File: src/rtl/rip_wb_scoreboard.sv
`default_nettype none
// ============================================================================
//  Module   : rip_wb_scoreboard
//  Purpose  : Write-side front end of the integer register file. Merges the
//             in-order MA-stage result and a long-latency result stream into
//             the single register-file write port. Tracks registers with an
//             outstanding long-latency result in a busy scoreboard, and raises
//             a decode stall on RAW/WAW hazards.
//  Ports    : clk, rst_n (async, active-low)
//             ma_wen/ma_rd/ma_wdata        MA-stage write, never backpressured
//             lu_valid/lu_ready/lu_rd/lu_wdata  long-latency result handshake
//             iss_valid/iss_rd             long-latency issue, marks busy
//             if_rs1_num/if_rs2_num/if_rd_num  decode operands, feed stall
//             stall                        combinational hazard indication
//             wb_wen/wb_rd_num/wb_wdata    register-file write port
//             busy_vec                     scoreboard state (debug)
//             sb_err                       sticky protocol-error flag
//  Config   : RIP_WB_FAST_EN - combinational write port and same-cycle
//             stall masking of the committing long-latency register.
//  Revision : 1.0 - initial release
// ============================================================================
module rip_wb_scoreboard #(
   parameter int XLEN = 32,
   parameter int NREG = 32
) (
   input  logic            clk,
   input  logic            rst_n,
   input  logic            ma_wen,
   input  logic [4:0]      ma_rd,
   input  logic [XLEN-1:0] ma_wdata,
   input  logic            lu_valid,
   output logic            lu_ready,
   input  logic [4:0]      lu_rd,
   input  logic [XLEN-1:0] lu_wdata,
   input  logic            iss_valid,
   input  logic [4:0]      iss_rd,
   input  logic [4:0]      if_rs1_num,
   input  logic [4:0]      if_rs2_num,
   input  logic [4:0]      if_rd_num,
   output logic            stall,
   output logic            wb_wen,
   output logic [4:0]      wb_rd_num,
   output logic [XLEN-1:0] wb_wdata,
   output logic [NREG-1:0] busy_vec,
   output logic            sb_err
);

   // One-entry hold buffer for a long-latency beat displaced by an MA write
   logic            hold_valid;
   logic [4:0]      hold_rd;
   logic [XLEN-1:0] hold_wdata;

   logic [NREG-1:0] busy;
   logic            err_q;

   // Selected commit for this cycle
   logic            cm_valid;
   logic            cm_long;
   logic [4:0]      cm_rd;
   logic [XLEN-1:0] cm_wdata;
   logic            cm_wen;

   logic            lu_acc;
   logic [NREG-1:0] clr_mask;
   logic [NREG-1:0] set_mask;
   logic [NREG-1:0] busy_eff;
   logic            err_now;

   // Ready depends only on registered state, never on lu_valid
   assign lu_ready = !hold_valid;
   assign lu_acc   = lu_valid && !hold_valid;

   // Priority: MA write, then hold buffer, then a directly accepted lu beat
   always_comb begin
      cm_valid = 1'b0;
      cm_long  = 1'b0;
      cm_rd    = '0;
      cm_wdata = '0;
      if (ma_wen) begin
         cm_valid = 1'b1;
         cm_rd    = ma_rd;
         cm_wdata = ma_wdata;
      end else if (hold_valid) begin
         cm_valid = 1'b1;
         cm_long  = 1'b1;
         cm_rd    = hold_rd;
         cm_wdata = hold_wdata;
      end else if (lu_acc) begin
         cm_valid = 1'b1;
         cm_long  = 1'b1;
         cm_rd    = lu_rd;
         cm_wdata = lu_wdata;
      end
   end

   // x0 commits complete their handshake but never reach the register file
   assign cm_wen   = cm_valid && (cm_rd != 5'd0);

   // x0 is never busy, so neither mask ever touches bit 0
   assign clr_mask = (cm_long && cm_rd != 5'd0)       ? (NREG'(1) << cm_rd)  : '0;
   assign set_mask = (iss_valid && iss_rd != 5'd0)    ? (NREG'(1) << iss_rd) : '0;

   // Errors: long-latency commit to an idle register, or issue to a register
   // still busy after this cycle's clear is applied
   assign err_now  = (|(clr_mask & ~busy)) || (|(set_mask & busy & ~clr_mask));

`ifdef RIP_WB_FAST_EN
   // The committing register is forwarded by the register file this cycle
   assign busy_eff = busy & ~clr_mask;
`else
   assign busy_eff = busy;
`endif

   assign stall = (busy_eff[if_rs1_num] && (if_rs1_num != 5'd0)) ||
                  (busy_eff[if_rs2_num] && (if_rs2_num != 5'd0)) ||
                  (busy_eff[if_rd_num]  && (if_rd_num  != 5'd0));

   assign busy_vec = busy;
   assign sb_err   = err_q;

   always_ff @(posedge clk or negedge rst_n) begin
      if (!rst_n) begin
         hold_valid <= 1'b0;
         hold_rd    <= '0;
         hold_wdata <= '0;
         busy       <= '0;
         err_q      <= 1'b0;
      end else begin
         if (ma_wen && lu_acc) begin
            hold_valid <= 1'b1;
            hold_rd    <= lu_rd;
            hold_wdata <= lu_wdata;
         end else if (!ma_wen && hold_valid) begin
            hold_valid <= 1'b0;
         end
         // Clear first, then set, so a same-register set wins
         busy <= (busy & ~clr_mask) | set_mask;
         if (err_now) begin
            err_q <= 1'b1;
         end
      end
   end

`ifdef RIP_WB_FAST_EN
   assign wb_wen    = cm_wen;
   assign wb_rd_num = cm_rd;
   assign wb_wdata  = cm_wdata;
`else
   logic            wb_wen_q;
   logic [4:0]      wb_rd_q;
   logic [XLEN-1:0] wb_wdata_q;

   always_ff @(posedge clk or negedge rst_n) begin
      if (!rst_n) begin
         wb_wen_q   <= 1'b0;
         wb_rd_q    <= '0;
         wb_wdata_q <= '0;
      end else begin
         wb_wen_q <= cm_wen;
         if (cm_wen) begin
            wb_rd_q    <= cm_rd;
            wb_wdata_q <= cm_wdata;
         end
      end
   end

   assign wb_wen    = wb_wen_q;
   assign wb_rd_num = wb_rd_q;
   assign wb_wdata  = wb_wdata_q;
`endif

endmodule
`default_nettype wire

File: config.mk
export PLATFORM = sky130hd
export DESIGN_NAME = rip_wb_scoreboard
export DESIGN_NICKNAME = d
export VERILOG_FILES = /design/src/rtl/rip_wb_scoreboard.sv
export SDC_FILE = /design/constraint.sdc
export NUM_CORES = 1
export LEC_CHECK = 0
export BUFFER_PORTS_ARGS = -buffer_cell sky130_fd_sc_hd__buf_2
export CELL_PAD_IN_SITES_DETAIL_PLACEMENT = 2
export CELL_PAD_IN_SITES_GLOBAL_PLACEMENT = 2
export CORE_MARGIN = 2
export CORE_UTILIZATION = 25
export CTS_CLUSTER_DIAMETER = 150
export DETAILED_ROUTE_END_ITERATION = 10
export PLACE_DENSITY_LB_ADDON = 0.1
export SLEW_MARGIN = 20
export SYNTH_ARGS = -nofsm -noshare
export SYNTH_HDL_FRONTEND = slang
export SYNTH_SLANG_ARGS = --single-unit
File: constraint.sdc
create_clock -name clk -period 2.9 [get_ports clk]
set_clock_uncertainty 0.1 [all_clocks]
set_input_delay 0.145 -clock clk [delete_from_list [all_inputs] [get_ports clk]]
set_output_delay 0.145 -clock clk [all_outputs]
set_load 0.05 [all_outputs]
==> results.txt <==
----------------------------------------------------
[Routing]
  Detailed-route wire length ... 29500 um
  Antenna-violating nets left ... 0
  Residual DRC count ... 0
  Wirelength per Cell ... 23.0 um
  Drt first-iter violations ... 251
  Number of iterations in the first detailed-routing pass ... 4
  Vias post-DR ... 6615
  Vias/cell ... 5.15

[Finish]
  Fraction of final layout cells sized beyond drive strength 1 ... 0.417
  Final instance count without filler cells ... 1284
  Ant. Diodes ... 0
  Net count, final ... 1048
  Post-synthesis to final-layout area growth ... 46.9%
  Multi-input gate area ... 3640 um2
  Storage element area ... 2730 um2
  Fill cell total of the finished layout ... 2797

[Logic synthesis]
  Yosys warning total ... 0
  Post-synth top flop ... dfrtp_1
  Number of distinct library cells after synthesis ... 52
  Synth Area in Simple Gates ... 0.163
  Summed instance area of the synthesized netlist ... 6360 um2
  Number of synthesized register bits ... 109
  Xor-xnor portion of the synthesized cell area ... 0
  Largest cells by area after synthesis ... dfrtp_1, mux4_2, mux2_2, o21ai_0, a21oi_1
  Number of instances in the synthesized netlist ... 655
  Async set-reset flop share out of synthesis ... 1.00
  Largest family of logic cells by synthesized area ... compound AO/OA/AOI/OAI gates
  Compound-Gate Fraction of Synth Area ... 0.189
  Leading cell type by number of instances after synthesis ... dfrtp_1
  Number of nets in the synthesized netlist ... 754
  Cell type contributing the most total cell area after synthesis ... dfrtp_1
  Adder-cell share of the synthesized area ... 0
  EDFF count, synth ... 0
  Proportion of synthesized chip area in sequential cells ... 0.429
  Most frequent cells after synthesis ... dfrtp_1, o21ai_0, a21oi_1
  Proportion of synthesized area in mux cells ... 0.187
  Proportion of netlist area held by the largest area contributor ... 0.429
  Mapped Avg Cell Area ... 9.71 um2

[Placed design]
  Number of instances in the placed design ... 1185
  Weighted congestion at the end of routability-driven global placement ... 0.936
  Port Buf Inserts ... 171
  Half-perimeter wire length of the detailed placement result ... 21000 um

[Clocking]
  Maximum buffer depth of the clock tree ... 2
  Root Buffer Master ... clkbuf_16
  H-Tree Depth ... 3
  Num CTS Buffers ... 9
  Worst-Skew Late Latency ... 370 ps
  Num Clock Sinks ... 109
  CTS tree ... done
  Clock-pin transition on the worst setup and hold timing paths ... 90 ps

[Floorplanning]
  Starting utilization of the core area ... 0.253
  Overall die area ... 26700 um2
  Number of top-level pins ... 172
  Y dimension of the die ... 164 um
  Std cell rows ... 58
  Die Width ... 164 um
  Std-Cell Core Area ... 25100 um2

[Status]
  Result of the run ... complete, but fails checks
  Violations in the final reports ... negative hold slack, negative setup slack

[Timing]
  Max transition margin ... 0.577
  Final critical delay including setup and external delays ... 2990 ps
  Worst slew pin tran ... 634 ps
  Setup TNS Final ... -94.7 ps
  Least setup slack across all paths after layout ... -94.7 ps
  Worst hold slack after final layout ... -6.12 ps
  Post-route fraction of the period consumed by the critical path ... 1.03
  Max-slew violation count ... 0
  Max Clk Rate ... 334 MHz
  Hold Vio Cnt, Final ... 2
  Setup-violating endpoint count in the final report ... 1
  Setup repair after global routing missed its margin ... yes

[Pwr]
  Portion of total power attributed to combinational logic ... 0.402
  Power per standard cell area ... 646 nW/um2
  Switching portion of total power ... 0.445
  Clock group share of total power ... 0.218
  Leakage power ... 4.11 nW
  P_sw ... 2.69 mW
  Peak ir drop on the vdd network ... 0.416 mV
  Power consumption ... 6.04 mW
  Cell-internal power ... 3.35 mW
  Flop pwr share ... 0.380

[Critical path]
  Data required time of the worst path ... 3030 ps
  Worst EP arrival ... 3130 ps
  Peak fanout along the critical path ... 8
  Capturing element type of the critical path ... flop
  Classification of the worst setup path ... reg -> reg
  Startpoint Class ... flop
  Reg-to-reg setup timing slack ... -90 ps

[Global route]
  Global-route usage over all layers ... 0.224
  Global route overflow ... 0
  Wire length of the first global-routing pass ... 45100 um
  Initial antenna violation count ... 0
  Via count of the first global-routing pass ... 7479
  Largest net degree at the start of global routing ... 70

[Hold path]
  Type of the worst min-delay path ... in -> reg

[Flow run]
  # Max-Cap Violations ... 0

----------------------------------------------------
## cells by family (layout without fill, tap and decap cells)
| family | after synthesis | count (layout) |
|---|---|---|
| muxes | 80 | 80 |
| AOI/OAI and AO/OA | 207 | 207 |
| buffers and inverters | 48 | 347 |
| and+or+nand+nor | 211 | 211 |
| DFF | 109 | 109 |
## area by class of cell
class	count	share of cell area
clock inverter	7	0.00830
sequential	109	0.292
multi-input combinational	498	0.390
tap	330	0.0442
inverter	2	0.000804
timing repair buffer	329	0.241
clock buffer	9	0.0241
## critical path, stage by stage (launching register included)
cell     delay, ps
dfrtp_2        480
buf_6          160
buf_4          130
nand2_1        160
nand2_1        110
nand4_1        110
buf_4          150
buf_4          140
nor4_1          50
or4_4          500
nor3_4         190
nand4_1        140
or4_1          430
## worst paths after layout
kind                               from        endpoint  cells past startpoint
setup / recovery             hold_valid          sb_err                     12
hold / removal             ma_wdata[10]    wb_wdata[10]                      3
setup reg to reg             hold_valid          sb_err                     12
hold reg to reg             busy_vec[0]     busy_vec[0]                      0
max in group asynchronous         rst_n  hold_wdata[29]                      3
min in group asynchronous         rst_n      hold_rd[4]                      2
## placed cells by master (no fill, tap or decap), drive strengths merged, types with 6 or more instances in the layout
cell,instances
nor3,16
nand3b,6
dlygate4sd3,65
dfrtp,109
nand2,69
nor2,41
buf,264
o21ai,90
a21o,6
and3,29
o22ai,6
nand3,12
nor2b,10
mux2i,10
a21oi,75
clkbuf,9
mux2,43
mux4,27
## power groups by stage
stage               clock network (mW)  registers, mW  logic [mW]
finish                            1.32           2.29        2.43
detailed placement                   0           2.31        2.27
CTS                               1.36           2.28        2.42
global route                      1.42           2.33        2.59
global placement                     0           2.29        2.22
floorplan                            0           2.74       0.833
## through the flow
stage / setup WS, ps / instance area, um2 / utilization
finish: -94.7 / 9340 / 0.372
global route: -194 / 9340 / 0.372
CTS: 0.0164 / 9260 / 0.369
detailed placement: -241 / 8040 / 0.320
global placement: -215 / 8040 / 0.320
floorplan: 266 / 6360 / -
## state kept, by name, indices dropped and copies added (netlist names)
| register | cells |
|---|---|
| wb_rd_num | 5 |
| hold_rd | 5 |
| hold_wdata | 32 |
| hold_valid | 1 |
| sb_err | 1 |
| wb_wen | 1 |
| wb_wdata | 32 |
| busy_vec | 32 |
## routing by layer
metal | global-route usage | share of wire
met1 | 0.288 | 0.43
met2 | 0.388 | 0.50
met3 | 0.0272 | 0.042
met4 | 0.0789 | 0.026
met5 | 0 | 0
## timing repair
action                     CTS  global route
buffers inserted            15             3
hold endpoints to repair   103             0
setup endpoints to repair    1             1
hold buffers                65             0
pin swaps                   19            10
gates resized for setup     53            11
No activity file was read; power rests on OpenSTA's default activity.
